<file path="src/rtl/id_stage_1_if.sv">
// Bundle of the memory port, the instruction hand-off to id_stage_2,
// the redirect request and the program counter for id_stage_1.
interface id_stage_1_if;
    logic        mem_read;
    logic [15:0] mem_addr;
    logic [7:0]  mem_data;
    logic        mem_ready;
    logic [23:0] instruction;
    logic        instruction_valid;
    logic        instruction_finished;
    logic        jump_valid;
    logic [15:0] jump_address;
    logic [15:0] pc;

    // The fetch stage drives the memory request, the assembled word and the PC.
    modport master (
        output mem_read,
        output mem_addr,
        input  mem_data,
        input  mem_ready,
        output instruction,
        output instruction_valid,
        input  instruction_finished,
        input  jump_valid,
        input  jump_address,
        output pc
    );

    // The environment (memory, id_stage_2, branch unit) sees the mirror image.
    modport slave (
        input  mem_read,
        input  mem_addr,
        output mem_data,
        output mem_ready,
        input  instruction,
        input  instruction_valid,
        output instruction_finished,
        output jump_valid,
        output jump_address,
        input  pc
    );
endinterface

</file>
<file path="src/rtl/id_stage_1.sv">
// Instruction fetch/assembly stage. Reads three bytes, MSB first, from a
// byte-wide memory, holds the 24-bit word until id_stage_2 retires it,
// and owns the PC, including redirects that throw away partial fetches.
module id_stage_1 #(
    parameter logic [15:0] RESET_VECTOR = 16'h0000
) (
    input logic         clk,
    input logic         reset_n,
    id_stage_1_if.master bus
);

    typedef enum logic [1:0] {
        FETCH0 = 2'd0,
        FETCH1 = 2'd1,
        FETCH2 = 2'd2,
        HOLD   = 2'd3
    } state_t;

    state_t      state_q, state_d;
    logic [15:0] pc_q, pc_d;
    logic [23:0] instr_q, instr_d;
    logic        valid_q, valid_d;

    // State and datapath registers; reset lands on the first byte of RESET_VECTOR.
    always_ff @(posedge clk or negedge reset_n) begin
        if (!reset_n) begin
            state_q <= FETCH0;
            pc_q    <= RESET_VECTOR;
            instr_q <= 24'h000000;
            valid_q <= 1'b0;
        end else begin
            state_q <= state_d;
            pc_q    <= pc_d;
            instr_q <= instr_d;
            valid_q <= valid_d;
        end
    end

    // Next-state logic: a redirect overrides everything, otherwise capture a byte
    // on each ready cycle, or wait in HOLD for the consumer to retire the word.
    always_comb begin
        state_d = state_q;
        pc_d    = pc_q;
        instr_d = instr_q;
        valid_d = valid_q;
        if (bus.jump_valid) begin
            pc_d    = bus.jump_address;
            state_d = FETCH0;
            valid_d = 1'b0;
        end else begin
            case (state_q)
                FETCH0: begin
                    if (bus.mem_ready) begin
                        instr_d[23:16] = bus.mem_data;
                        pc_d           = pc_q + 16'd1;
                        state_d        = FETCH1;
                    end
                end
                FETCH1: begin
                    if (bus.mem_ready) begin
                        instr_d[15:8] = bus.mem_data;
                        pc_d          = pc_q + 16'd1;
                        state_d       = FETCH2;
                    end
                end
                FETCH2: begin
                    if (bus.mem_ready) begin
                        instr_d[7:0] = bus.mem_data;
                        pc_d         = pc_q + 16'd1;
                        valid_d      = 1'b1;
                        state_d      = HOLD;
                    end
                end
                HOLD: begin
                    if (bus.instruction_finished) begin
                        valid_d = 1'b0;
                        state_d = FETCH0;
                    end
                end
                default: begin
                    state_d = FETCH0;
                end
            endcase
        end
    end

    // Memory request is decoded from state so a new fetch starts the cycle HOLD ends.
    always_comb begin
        bus.mem_read = (state_q != HOLD);
        bus.mem_addr = pc_q;
    end

    assign bus.pc                = pc_q;
    assign bus.instruction       = instr_q;
    assign bus.instruction_valid = valid_q;

endmodule

</file>
<file path="src/flat_wrapper.sv">
// flat-port wrapper written by rule: the top's interface ports become plain ports
module id_stage_1_flat 
#(
    parameter logic [15:0] RESET_VECTOR = 16'h0000
)
  (clk, reset_n, bus_mem_read, bus_mem_addr, bus_mem_data, bus_mem_ready, bus_instruction, bus_instruction_valid, bus_instruction_finished, bus_jump_valid, bus_jump_address, bus_pc);
  id_stage_1_if bus_i ();
  input logic clk;
  input logic reset_n;
  output wire logic [$bits(bus_i.mem_read)-1:0] bus_mem_read;
  output wire logic [$bits(bus_i.mem_addr)-1:0] bus_mem_addr;
  input wire logic [$bits(bus_i.mem_data)-1:0] bus_mem_data;
  input wire logic [$bits(bus_i.mem_ready)-1:0] bus_mem_ready;
  output wire logic [$bits(bus_i.instruction)-1:0] bus_instruction;
  output wire logic [$bits(bus_i.instruction_valid)-1:0] bus_instruction_valid;
  input wire logic [$bits(bus_i.instruction_finished)-1:0] bus_instruction_finished;
  input wire logic [$bits(bus_i.jump_valid)-1:0] bus_jump_valid;
  input wire logic [$bits(bus_i.jump_address)-1:0] bus_jump_address;
  output wire logic [$bits(bus_i.pc)-1:0] bus_pc;
  assign bus_mem_read = bus_i.mem_read;
  assign bus_mem_addr = bus_i.mem_addr;
  assign bus_i.mem_data = bus_mem_data;
  assign bus_i.mem_ready = bus_mem_ready;
  assign bus_instruction = bus_i.instruction;
  assign bus_instruction_valid = bus_i.instruction_valid;
  assign bus_i.instruction_finished = bus_instruction_finished;
  assign bus_i.jump_valid = bus_jump_valid;
  assign bus_i.jump_address = bus_jump_address;
  assign bus_pc = bus_i.pc;
  id_stage_1 #(.RESET_VECTOR(RESET_VECTOR)) u_core (.clk(clk), .reset_n(reset_n), .bus(bus_i));
endmodule
</file>
<file path="config.mk">
export PLATFORM = sky130hd
export DESIGN_NAME = id_stage_1_flat
export DESIGN_NICKNAME = d
export VERILOG_FILES = /design/src/rtl/id_stage_1_if.sv /design/src/rtl/id_stage_1.sv /design/src/flat_wrapper.sv
export SDC_FILE = /design/constraint.sdc
export NUM_CORES = 1
export LEC_CHECK = 0
export CORE_ASPECT_RATIO = 0.75
export CORE_MARGIN = 3
export CORE_UTILIZATION = 35
export CTS_CLUSTER_SIZE = 30
export DETAILED_ROUTE_END_ITERATION = 12
export PLACE_DENSITY_LB_ADDON = 0.25
export SLEW_MARGIN = 20
export SYNTH_ARGS = -nofsm -noshare
export SYNTH_HDL_FRONTEND = slang
export SYNTH_SLANG_ARGS = --single-unit
</file>
<file path="constraint.sdc">
create_clock -name clk -period 2.7 [get_ports clk]
set_clock_uncertainty 0.05 [all_clocks]
set_input_delay 0.405 -clock clk [delete_from_list [all_inputs] [get_ports clk]]
set_output_delay 0.405 -clock clk [all_outputs]
set_load 0.02 [all_outputs]
</file>
==> metrics.txt, run 1 <==
total power=2.70 mW; worst r2r path cells=6; Post-Synth Adder-Cell Area=0.0288; worst reg2reg endpoint=u_core.bus.mem_addr[13]; Post-Synth Simple-Gate Area=0.163; fraction of layout cells with a size suffix above 1=0.144; PwrDens=874 nW/um2; asr flop ratio synth=1.00; Final ANT Viol Nets=0; Post-CTS Setup Bufs=0; FP Rows=24; syn nets=about 230; DRC=0; htree depth=2; Hold WC Path Type=input pin to async pin; Layout area overhead=42.3%; Warnings, synthesis=0; Mean Syn Cell Area=11.2 um2; mux cell area share after synthesis=0.147; Final Hold Violating Endpoints=0; Tcrit/Tclk final=0.805; CTS tree=yes; Post-Synth XOR/XNOR Area=0.0443; maximum VDD drop=~0.26 mV; cells after synthesis=194; post-route cell area=3100 um2; r2r startpoint=u_core.state_q[0]; WL final=around 5200 um; Cell Chain, Critical Path=ha_1 > inv_1 > clkdlybuf4s50_1; Max Freq=0.460 GHz; clock slew at reported path FFs=about 0.09 ns; Avg WL per Cell=15.0 um; DR pass1 iterations=4; RSZ-0062 raised after global routing=false; Final setup viols=0; max-cap violation count=0; Longest Clk Path Bufs=2; hold bufs inserted after CTS=0; Worst slew margin=0.345; # diodes=0; crit path kind=flop to output port; Worst Path Buf+Inv=2; vias in the first global route=1620; Root Driver=clkbuf_8; top cells by area, synth=dfrtp_1 49%, mux2_2 12%, buf_4 5.9%; Worst-Skew Late Latency=approximately 0.30 ns; I/O pins=87; share of the synthesized area in the top cell type=0.495; Worst path slowest cell=clkdlybuf4s50_1; Seq/Total Area, Yosys=0.495; GR Util All Layers=0.144; Via Count=approximately 1700; min cycle time layout=2.17 ns; largest family of logic cells by synthesized area=simple AND/OR/NAND/NOR gates; largest fanout on the critical path=6; vias per cell=4.78; total gr overflow=0; first-pass GRT wire length=between 8000 and 9000 um; CTS resizes=0; clock sink total=43; Lkg Pwr=1.24 nW; startpoint types=flop; setup_tns=0 ns; GPL Wtd Cong=0.759; Slew Limit Fails=0; Final nets=around 300; Initial DRC Count=51; Die ar.=7200 um2; initial core utilization=0.368; Yosys top cell by area=dfrtp_1; post-synth cell types=30; WP data required=2.25 ns; Die Span Y=between 70 and 80 um; Critical Path Max Stage Delay=roughly 0.61 ns; delay-heaviest family, CP=buffers and inverters; Critical Path Sink Type=output port; #FFs+latches synth=43; total CTS buffers=5; Area after DPL=3000 um2; dominant synthesized flop cell=dfrtp_1; Post-synth EDFFs=0; chip width=97.0 um; largest net degree at the start of global routing=44; final std cells w/o fill=348; Cell Count Post-Placement=340; status=finished clean; mapped cell area=2170 um2; Core Area=a little under 6000 um2; flop2flop setup slack=0.73 ns; IO buf count=86; HPWL Detailed=3850 um; actual slew at the worst max-slew pin=0.982 ns; post-synthesis compound-gate area fraction=0.0501; antenna violations before repair=0; WP data arrival=approximately 1.7 ns
[final cells by class]
type                            count  area, um2
Clock inverter                      3       23.8
Tap cell                           78       97.6
Fill cell                         564       2820
Timing Repair Buffer               88        871
Clock buffer                        5       68.8
Sequential cell                    43       1080
Multi-Input combinational cell    127        943
Inverter                            4       15.0
[how the worst max path moves through the flow]
stage | to | start | slack (ns) | depth (start not counted)
6_report | bus_mem_read | u_core.state_q[0] | 0.53 | 3
5_1_grt | bus_mem_read | u_core.state_q[0] | 0.44 | 3
4_1_cts | bus_mem_read | u_core.state_q[0] | 0.51 | 3
3_5_place_dp | u_core.bus.mem_addr[13] | bus_mem_ready | 0.50 | 6
3_3_place_gp | u_core.bus.mem_addr[7] | bus_mem_ready | 0.54 | 5
2_1_floorplan | u_core.bus.mem_addr[9] | u_core.state_q[0] | 0.92 | 4
[cell families (layout without fill, tap and decap cells)]
group	after synthesis	count (layout)
DFF	43	43
AOI/OAI and AO/OA	19	19
xor gates and xnor gates	11	11
adders and majority gates	5	5
buffers and inverters	24	100
muxes	29	29
and+or+nand+nor	63	63
[metal layers]
layer | vias up | GRT usage | wire, um
met5 | - | 0 | 0
met4 | 0 | 0.0421 | 61
met3 | 5 | 0.0291 | 199
met2 | 40 | 0.226 | 2390
met1 | 797 | 0.206 | 2560
li1 | 823 | - | -
[synthesized netlist by cell type (2+ instances only)]
cell type and number:
nor4_1 6, xor2_1 3, nor2b_1 5, dfrtp_1 43, ha_1 5, nand4_1 4, clkbuf_1 2, nor3_1 6
nand2_1 26, xnor2_1 8, o21ai_0 13, a221o_1 2, buf_4 17, and2b_1 2, inv_1 4, nand3_1 4
mux2_2 24, mux2i_1 5, nor2_1 4
[worst register-to-register path, cell delays in order (launching register included)]
cell and delay (ns):
dfrtp_1 0.42, ha_1 0.28, nand3b_4 0.21, nor4_1 0.44, buf_4 0.22, mux2i_1 0.17
nand3_1 0.07
[state kept, by name (all words and copies together) (netlist names)]
register                      flops
u_core.bus.instruction           24
u_core.bus.instruction_valid      1
u_core.state_q                    2
u_core.bus.mem_addr              16
[stage by stage]
stage	hold slack (ns)	util	setup WS, ns
6_report	0.206	0.523	0.527
3_3_place_gp	0.437	0.508	0.544
4_1_cts	0.241	0.523	0.511
3_5_place_dp	0.443	0.508	0.504
2_1_floorplan	0.0594	-	0.918
5_1_grt	0.275	0.523	0.443
[layout by cell type, fill, tap and decap left out]
master	count
o21ai_0	13
nand3_1	4
clkdlybuf4s50_1	85
and4b_1	1
xor2_1	3
nand3b_4	1
ha_1	5
nor4_1	6
inv_1	4
xnor2_1	8
a22oi_1	1
inv_6	1
a21oi_1	1
nand4b_1	1
buf_2	1
nand4_1	4
nor4_2	1
buf_4	2
nand2_1	26
and2b_1	2
clkbuf_8	5
mux2_2	24
nand4_4	1
nor3_1	6
nor2b_1	5
dfrtp_1	43
or4_4	1
clkinvlp_4	2
nor2_1	4
o21ai_1	1
o22ai_1	1
mux2i_1	5
a221o_1	2
[power breakdown]
part | total (mW) | internal, mW | switching [mW]
logic | 1.27 | 0.667 | 0.599
clock network | 0.423 | 0.185 | 0.238
registers | 1.02 | 0.863 | 0.152
No activity file was read; power rests on OpenSTA's default activity.
==> run 2: changes to the inputs <==
- clock period: 2.7 -> 1.8 ns (I/O delays scaled with it)
==> run 2 against run 1 <==
- the flow now finishes with violations (negative hold slack)
- flip-flop and latch count stayed put
- setup slack worse by 0.46 ns
- non-clock buffer count rose by 18
- count of clock-buffer cells in the layout rose by 1
- register-to-register slack got worse by 0.62 ns
- final area increased by 7.0%
- critical path depth shrank 1
- via count is 2.9% higher
- highest routed layer unchanged
==> metrics.txt, run 2 (synthesized netlist as in run 1, its figures left out) <==
commonest non-fill, non-tap cell in the layout=clkdlybuf4s50_1; DR pass1 iterations=4 (unchanged); worst hold margin=-0.0113 ns (-0.218 ns); Worst slew margin=0.624 (+0.279); Avg WL per Cell=14.3 um (-4.5%); Worst path slowest cell=clkdlybuf4s50_1; max FFs per register=24 (unchanged); Root Driver=clkbuf_8; worst r2r path cells=3 (-3); Layout area overhead=52.2%; Final Hold Violating Endpoints=11 (+11); Max Freq=0.578 GHz; I/O pins=87 (unchanged); startpoint types=flop; WP data required=1.48 ns (-0.77 ns); htree depth=2 (unchanged); Die Span Y=74.3 um (unchanged); clock slew at reported path FFs=0.09 ns (about the same); Setup crit end=bus_pc[0]; HPWL Detailed=3880 um (+0.64%); Slew Limit Fails=0 (unchanged); Cell Count Post-Placement=356 (+4.7%); initial core utilization=0.368 (unchanged); CTS tree=yes; first-pass GRT wire length=8510 um (+2.0%); M1 GR Usage=0.210 (+0.00382); dpl ws=-0.152 ns (-0.656 ns); Die ar.=7200 um2 (unchanged); GR Util met2=0.227 (+0.00153); actual slew at the worst max-slew pin=0.564 ns (-0.418 ns); RSZ-0062 raised after global routing=false; max-cap violation count=0 (unchanged); FP Rows=24 (unchanged); Via Count=1713 (+2.9%); Final Core Density=0.560 (+0.0364); Lkg Pwr=1.44 nW (+16%); Cell Chain, Critical Path=buf_4 > clkdlybuf4s50_1; GR Util met3=0.0309 (+0.00187); Final nets=321 (+5.9%); Longest Clk Path Bufs=2 (unchanged); hold bufs inserted after CTS=0 (unchanged); clock sink total=43 (unchanged); Crit. Startpoint=u_core.bus.mem_addr[0]; Initial DRC Count=50 (-2.0%); r2r startpoint=u_core.bus.mem_addr[3]; total gr overflow=0 (unchanged); most frequent cells in the layout=72 x clkdlybuf4s50_1, 41 x dfrtp_1, 26 x nand2_1; register area=1080 um2 (+0.23%); antenna violations before repair=0 (unchanged); fraction of layout cells with a size suffix above 1=0.222 (+0.0778); Core Area=5920 um2 (unchanged); Top Usage Layer GRT=met2; area occupied by multi-input gates=983 um2 (+4.2%); # diodes=0 (unchanged); GR Util All Layers=0.149 (+0.00415); total CTS buffers=5 (unchanged); Final setup viols=0 (unchanged); DRC=0 (unchanged); min cycle time layout=about 1.7 ns; final worst slack=0.0708 ns (-0.456 ns); final std cells w/o fill=366 (+5.2%); vias in the first global route=1686 (+4.1%); IO buf count=86 (unchanged); flop2flop setup slack=0.11 ns (-0.62 ns); worst reg2reg endpoint=u_core.bus.mem_addr[9]; Final ANT Viol Nets=0 (unchanged); Hold WC Path Type=input pin to async pin; filler instances=534 (-5.3%); total power=4.30 mW (+59%); PwrDens=1300 nW/um2 (+49%); WP data arrival=1.41 ns (-0.31 ns); Worst-Skew Late Latency=0.30 ns (about the same); status=finished with violations; largest net degree at the start of global routing=44 (unchanged); GPL Wtd Cong=0.737 (-2.9%); Tcrit/Tclk final=0.961; crit path kind=flop to output port; largest fanout on the critical path=5 (-1); chip width=97.0 um (unchanged); failing checks=negative hold slack; Critical Path Max Stage Delay=0.60 ns (about the same); WL final=5230 um (+0.46%); vias per cell=4.68 (-2.2%); Critical Path Sink Type=output port; maximum VDD drop=0.469 mV (+78%)
## run 2: cell types whose count changed in the layout (fill, tap and decap cells not counted), moves of 2 or more
cell,change
dfrtp_1,-2
nor4_2,+2
clkdlybuf4s50_1,-13
nor4_1,-3
buf_4,+18
clkinvlp_4,-2
dlymetal6s2s_1,+7
dlygate4sd2_1,+5
dfrtp_2,+2
## run 2: power breakdown
part	switching (mW)	total, mW	internal, mW
Sequential	0.206	1.50	1.30
Combinational	0.935	2.01	1.07
Clock	0.336	0.785	0.449
## run 2: per-layer routing
| metal | vias to the layer above | routed length [um] |
|---|---|---|
| li1 | 856 | - |
| met1 | 812 | 2530 |
| met5 | - | 0 |
| met2 | 40 | 2430 |
| met3 | 5 | 212 |
| met4 | 0 | 55 |
## run 2: through the flow
step	setup TNS (ns)	area (um2)
final	0	3310
after global routing	0	3310
after CTS	0	3240
after detailed placement	-3.69	3120
after global placement	-2.50	3120
after floorplan	0	2170
## run 2: worst max-delay path: cells and delay by family (launching register included)
family                 cells  cell delay (ns)
buffers and inverters      2             0.75
flip-flops                 1             0.36
## run 2: final cells by class
class,count,area share
repair buffers,106,0.308
clock inverters,2,0.0106
flip-flops and latches,43,0.326
multi-input cells,127,0.297
well taps,78,0.0295
clock buffers,6,0.0249
inverters,4,0.00454
## run 2: worst min path at each step
stage,to,slack (ns),cells past startpoint
3_3_place_gp,u_core.bus.instruction[2],0.34,2
5_1_grt,u_core.bus.instruction[2],0.04,2
4_1_cts,u_core.bus.instruction[2],0.004,2
6_report,u_core.bus.instruction[10],-0.01,2
2_1_floorplan,u_core.bus.instruction[0],-0.08,0
3_5_place_dp,u_core.bus.instruction[2],0.34,2
## run 2: repair_timing
| item | in CTS | in global routing |
|---|---|---|
| endpoints found under the setup margin | 6 | 17 |
| gates resized for setup | 8 | 15 |
| buffers inserted | 0 | 2 |
| pin swaps | 0 | 3 |
